==> config.mk <==
export PLATFORM = sky130hd
export DESIGN_NAME = mem_arbiter
export DESIGN_NICKNAME = d
export VERILOG_FILES = /design/src/rtl/mem_pkg.sv /design/src/rtl/rr_arb2.sv /design/src/rtl/mem_arbiter.sv
export SDC_FILE = /design/constraint.sdc
export NUM_CORES = 1
export LEC_CHECK = 0
export CAP_MARGIN = 20
export CORE_AREA = 4 4 233 235
export CTS_BUF_LIST = sky130_fd_sc_hd__clkbuf_8
export CTS_CLUSTER_DIAMETER = 30
export DETAILED_ROUTE_END_ITERATION = 10
export DIE_AREA = 0 0 237 239
export GPL_ROUTABILITY_DRIVEN = 0
export PLACE_DENSITY = 0.45
export SYNTH_ARGS = -nofsm -noshare
export SYNTH_HDL_FRONTEND = slang
export SYNTH_SLANG_ARGS = --single-unit
==> constraint.sdc <==
create_clock -name clk -period 1.7 [get_ports clk]
set_clock_uncertainty 0.05 [all_clocks]
set_input_delay 0.425 -clock clk [delete_from_list [all_inputs] [get_ports clk]]
set_output_delay 0.425 -clock clk [all_outputs]
set_load 0.005 [all_outputs]
==> src/rtl/mem_pkg.sv <==
// Shared types and default sizes for the I/D memory arbiter.
package mem_pkg;

  localparam int ADDR_W_DEF = 28;
  localparam int LINE_W_DEF = 128;

  typedef enum logic [1:0] {IDLE, BUSY, RESP} state_t;
  typedef enum logic {CLI_I = 1'b0, CLI_D = 1'b1} client_t;

endpackage

==> src/rtl/rr_arb2.sv <==
// Two-way round-robin arbiter: on a tie the client not granted last wins.
// Bit 0 of req/mask is the I client and bit 1 is the D client.
module rr_arb2
  import mem_pkg::*;
(
  input  logic       clk,
  input  logic       reset,
  input  logic       en,
  input  logic [1:0] req,
  input  logic [1:0] mask,
  output logic       gnt_vld,
  output logic       gnt_d
);

  logic       last_d;
  logic [1:0] eff;

  always_comb begin
    eff     = req & ~mask;
    gnt_vld = en && (eff != 2'b00);
    if (eff == 2'b11) begin
      gnt_d = !last_d;
    end else begin
      gnt_d = eff[1];
    end
  end

  // Last grant starts at I so that D wins the first tie.
  always_ff @(posedge clk) begin
    if (reset) begin
      last_d <= 1'b0;
    end else if (gnt_vld) begin
      last_d <= gnt_d;
    end
  end

endmodule

==> src/rtl/mem_arbiter.sv <==
// Shares one line-wide memory port between the I-cache and the D-cache.
// A flush cancels the I-side response but lets the memory access run to completion.
module mem_arbiter
  import mem_pkg::*;
#(
  parameter int ADDR_W = ADDR_W_DEF,
  parameter int LINE_W = LINE_W_DEF
) (
  input  logic              clk,
  input  logic              reset,
  input  logic              flush,
  input  logic              reqI,
  input  logic [ADDR_W-1:0] addrI,
  input  logic              reqD,
  input  logic              weD,
  input  logic [ADDR_W-1:0] addrD,
  input  logic [LINE_W-1:0] wdataD,
  output logic [LINE_W-1:0] rdata,
  output logic              readyI,
  output logic              readyD,
  output logic              ackD,
  output logic              mem_req,
  output logic              mem_we,
  output logic [ADDR_W-1:0] mem_addr,
  output logic [LINE_W-1:0] mem_wdata,
  input  logic              mem_ready,
  input  logic [LINE_W-1:0] mem_rdata
);

  state_t     state, state_nxt;
  client_t    cli, gnt, mask_cli;
  logic       gnt_vld, gnt_d;
  logic       cancel;
  logic       mask_vld;
  logic [1:0] mask;

  // The client just served is still holding its request for one IDLE cycle.
  assign mask = {mask_vld && (mask_cli == CLI_D), mask_vld && (mask_cli == CLI_I)};
  assign gnt  = gnt_d ? CLI_D : CLI_I;

  rr_arb2 u_rr (
    .clk     (clk),
    .reset   (reset),
    .en      (state == IDLE),
    .req     ({reqD, reqI}),
    .mask    (mask),
    .gnt_vld (gnt_vld),
    .gnt_d   (gnt_d)
  );

  always_ff @(posedge clk) begin
    if (reset) begin
      state <= IDLE;
    end else begin
      state <= state_nxt;
    end
  end

  always_comb begin
    state_nxt = state;
    case (state)
      IDLE:    if (gnt_vld) state_nxt = BUSY;
      BUSY:    if (mem_ready) state_nxt = RESP;
      RESP:    state_nxt = IDLE;
      default: state_nxt = IDLE;
    endcase
  end

  always_comb begin
    mem_req = (state == BUSY);
    readyI  = (state == RESP) && (cli == CLI_I) && !cancel;
    readyD  = (state == RESP) && (cli == CLI_D) && !mem_we;
    ackD    = (state == RESP) && (cli == CLI_D) && mem_we;
  end

  always_ff @(posedge clk) begin
    if (reset) begin
      cli       <= CLI_I;
      cancel    <= 1'b0;
      mask_vld  <= 1'b0;
      mask_cli  <= CLI_I;
      mem_we    <= 1'b0;
      mem_addr  <= '0;
      mem_wdata <= '0;
      rdata     <= '0;
    end else begin
      mask_vld <= (state == RESP);
      mask_cli <= cli;
      if (state == IDLE && gnt_vld) begin
        cli       <= gnt;
        mem_we    <= (gnt == CLI_D) && weD;
        mem_addr  <= (gnt == CLI_D) ? addrD : addrI;
        mem_wdata <= (gnt == CLI_D) ? wdataD : '0;
        cancel    <= flush && (gnt == CLI_I);
      end else if (state == BUSY && flush && cli == CLI_I) begin
        cancel <= 1'b1;
      end
      // Writes never disturb the last line returned to a reader.
      if (state == BUSY && mem_ready && !mem_we) begin
        rdata <= mem_rdata;
      end
    end
  end

endmodule
==> impl_metrics.tcl, run 1 <==
set metrics [dict create \
    path_delay_family "flip-flops" \
    drc 0 \
    final_nets 2348 \
    setup_slack_ns -0.2008 \
    clock-sinks 291 \
    yosys.area_share.simple 0.2304 \
    power.density_nw_per_um2 1098 \
    yosysUniqueCellTypes 23 \
    power_frac_comb 0.164 \
    mostFrequentLayoutCell "nand2_1" \
    rsz0062_at_grt "yes" \
    grt-ovfl-total 0 \
    min-delay-path-class "primary input to flip-flop" \
    synth_area_um2 10550 \
    violations "negative setup slack" \
    drt_pre_antenna_iters 6 \
    p_int_mw 16.11 \
    hpwl_um 36070 \
    finalHoldViolations 0 \
    critPathKind "flip-flop to output pin" \
    power_switching_mw 5.657 \
    clkLatencyLatePin_ns 0.64 \
    grt_max_degree 55 \
    track_usage 0.1623 \
    antenna_left 0 \
    synth_compound_area_frac 0.1597 \
    cts-root-buf "clkbuf_8" \
    synth_fa_ha_area_frac 0 \
    synth_seq_cells 291 \
    routedWlPerCell_um 18.56 \
    clock_path_buffers 3 \
    final.period_utilization 1.118 \
    fin_tns_setup_ns -0.9549 \
    fin_hold_ws_ns 0.1534 \
    irDropWorstVdd_v 0.0005881 \
    crit_buf_inv 2 \
    cp_slowest_cell "dfxtp_2" \
    startpoint_type "flip-flop" \
    start_util 0.2020 \
    crit_required_ns 1.22 \
    r2r_slack_ns -0.03 \
    layout_common_cells "nand2_1 (388), clkdlybuf4s50_1 (317), buf_2 (283), a21oi_1 (206), dfxtp_1 (150)" \
    path_clk_slew_ns 0.05 \
    synth.area.mux_share 0 \
    synth_warnings 0 \
    antenna_found_initial 6 \
    cts_tree "built" \
    setup_viol 26 \
    viasPerCell 4.325 \
    syn_area_per_cell_um2 8.000 \
    syn_to_final_growth_pct 87.83 \
    relSlewSlack 0.7765 \
    clkPwrFrac 0.493 \
    htreeDepth 3 \
    io_buffers 607 \
    row_count 84 \
    vias 12068 \
    dieArea_um2 56640 \
    path_cells "buf_6 > and4b_1 > buf_6" \
    crit_top_cell "buf_6" \
    p_sw_frac 0.2599 \
    tightest_slew_ns 0.3353 \
    wirelength_um 51770 \
    slew_violations 0 \
    fp.dieH_um 239 \
    grt_pass1_wl_um 72160 \
    fmax_mhz 526.1 \
    drt_iter0_drc 446 \
    layout_min_cycle_time_ns 1.901 \
    endpoint_kind "output pin" \
    power_leakage_nw 8.319 \
    grt_pass1_vias 12044 \
    die_w_um 237 \
    crit_fanout 3 \
    cap_violations 0 \
    synth-xor-area-share 0 \
    worstPathArrival_ns 1.43 \
    synth_nets 1638 \
    final_core_util 0.3794 \
    sequentialPowerShare 0.344 \
    outcome "finished with violations" \
    core_area_um2 52240 \
    ioPinCount 608 \
    syn_inst 1319 \
    max_stage_delay_ns 0.32 \
    drive_gt1_frac 0.3918 \
    synth_top_family_by_area "simple AND/OR/NAND/NOR gates" \
    cts_buffers 87 \
    yosysSeqAreaShare 0.5521 \
]
-- final cells by class --
class                      count  area, µm²
antenna                        4      10.01
clock buffer                 112       1541
multi-input combinational    912       4657
fill                        5549      32420
clock inverter                46      407.9
tap                          688      860.8
sequential                   291       6005
timing repair buffer         736       6334
inverter                       1      3.754
-- layer usage --
metal,global-route usage,wire [µm],vias up,part of all wire
met2,0.2656,24760,471,0.48
met5,0,25,-,0.00048
met4,0.06139,1235,4,0.024
met1,0.1857,20520,5654,0.40
met3,0.07533,5226,71,0.10
li1,-,-,5868,-
-- stage by stage --
stage / cell area [µm²] / setup WS [ns] / power [mW] / cells
2_1_floorplan: 10550 / 0.1635 / 8.750 / 1319
3_3_place_gp: 17900 / -0.4552 / 11.00 / 2589
3_5_place_dp: 17900 / -0.5072 / 11.01 / 2589
4_1_cts: 18690 / -0.3407 / 21.70 / 2754
5_1_grt: 19820 / -0.2916 / 22.85 / 2789
6_report: 19820 / -0.2008 / 21.77 / 2790
-- power by group through the flow --
stage                     registers (mW)  logic (mW)  clock network (mW)
after floorplan                     7.59        1.16                   0
after global placement              7.56        3.45                   0
after detailed placement            7.57        3.44                   0
after CTS                           7.48        3.13                11.1
after global routing                7.52        3.86                11.5
final                               7.48        3.57                10.7
-- what timing repair did --
action / 4_1_cts / 5_1_grt
hold endpoints to repair: 0 / 0
gates cloned: 0 / 18
hold buffers: 0 / 0
pin swaps: 1 / 48
setup endpoints to repair: 289 / 143
resized for setup: 1310 / 160
buffers inserted: 8 / 15
-- path summary, 6_finish.rpt --
check,start,endpoint,cells past startpoint
setup / recovery,state[0],ackD,3
hold / removal,reset,mem_addr[27],2
setup reg to reg,state[0],rdata[65],11
hold reg to reg,mem_wdata[35],mem_wdata[35],2
-- state kept, by name (all words and copies together), names as in the netlist --
| register | cells |
|---|---|
| mask_vld | 1 |
| mem_wdata | 128 |
| u_rr.last_d | 1 |
| mem_we | 1 |
| mask_cli | 1 |
| mem_addr | 28 |
| state | 2 |
| rdata | 128 |
| cancel | 1 |
-- cells by family after synthesis --
logic type	after synthesis
and+or+nand+nor	593
AOI/OAI and AO/OA	318
DFF	291
buffers and inverters	117
-- synthesized netlist by cell type --
library cell | count | area [µm²]
nor3_1 | 1 | 5.000
nor3b_1 | 4 | 30.03
nor2_1 | 33 | 123.9
a21boi_2 | 1 | 11.26
nor2b_1 | 1 | 6.260
a21oi_1 | 286 | 1431
a311oi_1 | 1 | 8.760
nand3b_1 | 2 | 15.01
buf_6 | 10 | 112.6
nand3_1 | 130 | 650.6
and4b_1 | 1 | 10.01
inv_1 | 1 | 3.750
a211oi_1 | 27 | 202.7
and2_1 | 1 | 6.260
dfxtp_1 | 291 | 5826
o221a_1 | 1 | 11.26
buf_4 | 4 | 30.03
nand2b_1 | 3 | 18.77
clkbuf_1 | 38 | 142.6
o221ai_2 | 1 | 15.01
nand2_1 | 417 | 1565
buf_2 | 64 | 320.3
o21ai_0 | 1 | 5.000
No activity file was read; power rests on OpenSTA's default activity.
==> run 2: changes to the inputs <==
CORE_AREA = 5 5 234 236   (was 4 4 233 235)
DIE_AREA = 0 0 239 241   (was 0 0 237 239)
REMOVE_ABC_BUFFERS = 1   (was default)
==> impl_metrics.tcl, run 2 (same netlist as run 1, synthesis figures left out) <==
set metrics [dict create \
    r2r_slack_ns -0.06 \
    htreeDepth 3 \
    p_sw_frac 0.2544 \
    drt_pre_antenna_iters 5 \
    vias 11919 \
    final.period_utilization 1.110 \
    top_regs "mem_wdata (128), rdata (128), mem_addr (28)" \
    tightest_slew_ns 0.3731 \
    fmax_mhz 529.9 \
    relSlewSlack 0.7513 \
    outcome "finished with violations" \
    grt_max_degree 67 \
    wirelength_um 52410 \
    io_buffers 607 \
    power.density_nw_per_um2 1150 \
    critPathKind "flip-flop to output pin" \
    p_int_mw 16.59 \
    slew_violations 0 \
    power_frac_comb 0.151 \
    min_to "rdata[103]" \
    startpoint_type "flip-flop" \
    hold_depth 3 \
    die_w_um 239 \
    layout_min_cycle_time_ns 1.887 \
    hpwl_um 37750 \
    dr_wl_met3_um 6767 \
    finalHoldViolations 0 \
    endpoint_kind "output pin" \
    r2r_cells 9 \
    crit_buf_inv 2 \
    cp_slowest_cell "dfxtp_2" \
    drc 0 \
    worstReg2RegEnd "mem_wdata[103]" \
    setup_slack_ns -0.1873 \
    routedWlPerCell_um 18.89 \
    grt_pass1_wl_um 74940 \
    clkLatencyLatePin_ns 0.62 \
    min-delay-path-class "primary input to flip-flop" \
    power_leakage_nw 8.127 \
    crit_fanout 3 \
    viasPerCell 4.295 \
    pre_cts_ws_ns -0.5242 \
    fp.dieH_um 241 \
    max_stage_delay_ns 0.32 \
    mostFrequentLayoutCell "nand2_1" \
    cts_buffers 89 \
    grt_pass1_vias 12340 \
    dieArea_um2 57600 \
    sequentialPowerShare 0.336 \
    clock-sinks 291 \
    hp-start "mem_rdata[103]" \
    layout.cells.non_filler 2775 \
    setup_viol 76 \
    drt-met1-wl_um 19800 \
    cap_violations 0 \
    top_layer "met5" \
    rsz0062_at_grt "yes" \
    clock_path_buffers 3 \
    violations "negative setup slack" \
    core_area_um2 52240 \
    antenna_left 0 \
    start_util 0.2020 \
    path_delay_family "flip-flops" \
    worstPathArrival_ns 1.41 \
    cts-root-buf "clkbuf_8" \
    irDropWorstVdd_v 0.0006707 \
    timing.rr.start "state[0]" \
    row_count 84 \
    syn_to_final_growth_pct 83.38 \
    path_clk_slew_ns 0.05 \
    cts_tree "built" \
    power_switching_mw 5.662 \
    design_area_um2 19350 \
    track_usage 0.1681 \
    placedCellCount 2582 \
    drive_gt1_frac 0.3476 \
    layout_common_cells "nand2_1 (414), clkdlybuf4s50_1 (317), buf_2 (281), a21oi_1 (253), dfxtp_1 (155)" \
    drt_iter0_drc 447 \
    antenna_found_initial 8 \
    final_core_util 0.3704 \
    grt-ovfl-total 0 \
    ioPinCount 608 \
    placedInstanceArea_um2 17960 \
    path_cells "buf_6 > and4b_1 > buf_2" \
    crit_required_ns 1.22 \
    final_nets 2325 \
    fin_hold_ws_ns 0.2865 \
    clkPwrFrac 0.514 \
    wl_met2_um 24760 \
]
[run 2: changes by cell type in the layout (fill, tap and decap cells not counted), moves of 4 or more]
| cell | change |
|---|---|
| bufinv_16 | +4 |
| buf_12 | +10 |
| clkbuf_16 | -10 |
| dfxtp_2 | -6 |
| clkinv_2 | +8 |
| buf_6 | -19 |
| nand2_1 | +26 |
| dfxtp_1 | +5 |
| buf_4 | -7 |
| a21oi_1 | +47 |
| nand2_2 | -13 |
| a21oi_2 | -47 |
| nand2_4 | -13 |
[run 2: layout make-up]
type	count	area, µm²
timing repair buffer	712	6098
fill	5546	32890
multi-input combinational	911	4302
sequential	291	6001
clock buffer	111	1528
antenna	7	17.52
clock inverter	54	538.0
tap	688	860.8
inverter	1	3.754
[run 2: stage by stage]
stage,TNS (ns),power [mW]
global route,-18.88,23.37
finish,-2.633,22.26
detailed placement,-94.06,11.04
global placement,-87.53,11.03
floorplan,-1179.00,8.569
CTS,-2.291,22.54
[run 2: tightest hold or removal path: cells and delay by family]
kind	cells	cell delay (ns)
buffers and inverters	1	0.40
AND/OR/NAND/NOR	1	0.05
AO/OA/AOI/OAI	1	0.05
[run 2: per-layer routing]
metal	vias to the layer above	track usage
li1	5816	-
met1	5525	0.1857
met2	517	0.2701
met3	55	0.09679
met4	6	0.06346
met5	-	0
[run 2: worst max path at each step]
stage,cells past startpoint,start,end
after floorplan,4,state[1],rdata[0]
after global placement,6,reqD,mem_wdata[70]
after detailed placement,6,reqD,mem_wdata[70]
after CTS,3,state[0],ackD
after global routing,3,state[0],ackD
final,3,state[0],ackD
[run 2: power by group through the flow]
stage               logic [mW]  clock network, mW  registers, mW
global route              3.66               12.2           7.51
floorplan                0.976                  0           7.59
global placement          3.46                  0           7.56
finish                    3.35               11.4           7.47
CTS                       3.25               11.8           7.47
detailed placement        3.47                  0           7.57
[run 2: repair_timing]
item / in CTS / in global routing
buffers inserted: 11 / 3
hold buffers: 1 / 0
hold endpoints to repair: 2 / 0
pin swaps: 1 / 0
endpoints found under the setup margin: 337 / 143
cloned: 2 / 4
resized for setup: 1314 / 49
==> patch (flow settings as in run 1) <==
Change the package constant `ADDR_W_DEF` from 28 to 14.
--- a/src/rtl/mem_pkg.sv
+++ b/src/rtl/mem_pkg.sv
@@ -3,3 +3,3 @@
 
-  localparam int ADDR_W_DEF = 28;
+  localparam int ADDR_W_DEF = 14;
   localparam int LINE_W_DEF = 128;
Ports: changed (resized addrD, addrI and mem_addr); port bits go from 608 to 566. The function was not compared with the original's and may differ.
==> patch against run 1 <==
The flow still finishes with violations (negative setup slack). Power shrank 3.8%. Final cell count fell by 4.8%. Sequential share of layout area down 1.0 points. Die area did not move. Maximum frequency is 4.0% lower. Routed wire length down 5.7%. Design area is 1.2% lower. Area after synthesis is 6.3% lower. Setup slack worse by 0.079 ns. Sequential cell count decreased by 14. Hold slack better by 0.0016 ns. Highest routed layer unchanged.
==> patch: results (changes against run 1) <==
The number of iterations in the first detailed-routing pass is 4 (was 6). The logs give 56 (was 55) for the maximum number of pins on one net before global-route repair and -0.280 ns (was -0.201 ns) for the final critical-path setup slack. Failing checks: negative setup slack (unchanged). The detailed placer's ending HPWL is 32.7 mm (was 36.1 mm), and the layout cell share with drive strength beyond 1 is 0.455 (was 0.392). The tools report the setup slack after placement as -0.535 ns (was -0.507 ns). The count of filler cells inserted in the layout is 5452 (was 5549), and the area share of the leading cell type in the synthesized netlist is 0.561 (was 0.552). The run finished, with violations left. The logs give 11.2k (was 12.0k) for the via count of the first global-routing pass and 0 (unchanged) for the synthesis warning total.

The wire length per cell after detailed routing came out at 18.4 um (was 18.6 um). Clock root buffer: sky130_fd_sc_hd__clkbuf_8 (unchanged). The run gives 67.2 mm (was 72.2 mm) as the wire length of the first global-routing pass. For the data arrival time of the critical path, the log shows 1.51 ns (was 1.43 ns). The tools report the number of distinct standard cells referenced by the synthesized netlist as 22 (was 23). The logs give 81 (was 87) for the total clock buffers created by CTS and 4 (was 6) for the initial antenna violation count. Synth cell count leaders: sky130_fd_sc_hd__nand2_1 (403), sky130_fd_sc_hd__dfxtp_1 (277), sky130_fd_sc_hd__a21oi_1 (272), sky130_fd_sc_hd__nand3_1 (130), sky130_fd_sc_hd__buf_2 (58) (was sky130_fd_sc_hd__nand2_1 (417), sky130_fd_sc_hd__dfxtp_1 (291), sky130_fd_sc_hd__a21oi_1 (286), sky130_fd_sc_hd__nand3_1 (130), sky130_fd_sc_hd__buf_2 (64)).

Slowest cell on the critical path: sky130_fd_sc_hd__dfxtp_2 (unchanged). Multiplexer fraction of the synthesized cell area: 0 (unchanged). The count of nets after finishing was 2196 (was 2348); the synthesized-area fraction occupied by ao, oa, aoi and oai cells was 0.153 (was 0.160).

The maximum fanout encountered on the critical timing path came out at 2 (was 3). The overall track demand over capacity in global routing is 0.151 (was 0.162). Violation count after the first detailed-route iteration: 423 (was 446). Maximum vdd drop: 0.000573 V (was 0.000588 V). The reported leakage power was 8.26 nW (was 8.32 nW); the total nets after synthesis was 1531 (was 1638).

Sequential fraction of the synthesis area: 0.561 (was 0.552). Top post-synthesis cells by area: sky130_fd_sc_hd__dfxtp_1 (56%), sky130_fd_sc_hd__nand2_1 (15%), sky130_fd_sc_hd__a21oi_1 (14%) (was sky130_fd_sc_hd__dfxtp_1 (55%), sky130_fd_sc_hd__nand2_1 (15%), sky130_fd_sc_hd__a21oi_1 (14%)). Registers with the highest flip-flop counts: mem_wdata x128, rdata x128, mem_addr x14 (was mem_wdata x128, rdata x128, mem_addr x28). The count of buffers inserted at the top-level ports is 565 (was 607). The dominant combinational cell family by area after synthesis is simple AND/OR/NAND/NOR gates (unchanged).

The tools report the clock latency at the later pin of the worst-skew pair as 0.62 ns (was 0.64 ns). The total of endpoints with negative setup slack in the final report came out at 123 (was 26). The transition at the pin with the smallest max-transition slack is 0.386 ns (was 0.335 ns), and the delay of the slowest cell on the worst path is 0.32 ns (about the same). The routed via count divided by cell count is 4.28 (was 4.33).
## patch: final timing paths
kind | startpoint | endpoint | slack (ns) | cells after the start
setup / recovery | state[0] | readyD | -0.28 | 4
hold reg to reg | mem_wdata[81] | mem_wdata[81] | 0.39 | 2
setup reg to reg | state[0] | rdata[46] | -0.12 | 10
hold / removal | reset | mem_wdata[16] | 0.15 | 2
## patch: final cells by class
class / instances / area [sq um] / area share
diodes: 1 / 2.50 / 0.000128
clock buffers: 105 / 1450 / 0.0738
clock inverters: 40 / 412 / 0.0210
inverters: 1 / 6.26 / 0.000319
multi-input cells: 856 / 4860 / 0.248
flip-flops and latches: 277 / 5740 / 0.293
well taps: 688 / 861 / 0.0440
repair buffers: 688 / 6260 / 0.320
## patch: per-stage QoR
step / setup TNS (ns) / std cells / hold WS, ns / instance area [sq um]
6_report: -6.57 / 2656 / 0.155 / 19600
5_1_grt: -24.07 / 2655 / 0.101 / 19600
3_5_place_dp: -84.97 / 2461 / 0.392 / 16900
3_3_place_gp: -74.39 / 2461 / 0.388 / 16900
4_1_cts: -3.03 / 2616 / 0.0726 / 17900
2_1_floorplan: 0 / 1240 / 0.398 / 9890
## patch: power breakdown
group / leakage (nW) / switching, mW / internal, mW / total [mW]
Clock: 0.997 / 3.59 / 6.74 / 10.3
Sequential: 2.33 / 0.180 / 6.91 / 7.09
Combinational: 4.93 / 1.65 / 1.87 / 3.52
Total: 8.26 / 5.42 / 15.5 / 20.9
## patch: repair_timing
item,in CTS,in global routing
buffers inserted,10,19
pin swaps,3,147
cloned,0,22
endpoints found under the setup margin,275,245
resized for setup,1243,293
## patch: cell families after synthesis
kind of cell / Yosys count
simple gates: 565
compound gates: 290
flops: 277
buf+inv: 108
## patch: per-layer routing
| layer | share of wire | vias up | track usage |
|---|---|---|---|
| met5 | 0.00088 | - | 0 |
| met4 | 0.015 | 6 | 0.0412 |
| met3 | 0.10 | 56 | 0.0814 |
| met2 | 0.49 | 469 | 0.250 |
| met1 | 0.39 | 5339 | 0.170 |
| li1 | - | 5508 | - |
## patch: worst register-to-register path: cells and delay by family, from the launching register on
family,cells,cell delay [ns]
flops,1,0.33
simple gates,3,0.41
buf+inv,6,0.83
compound gates,1,0.13
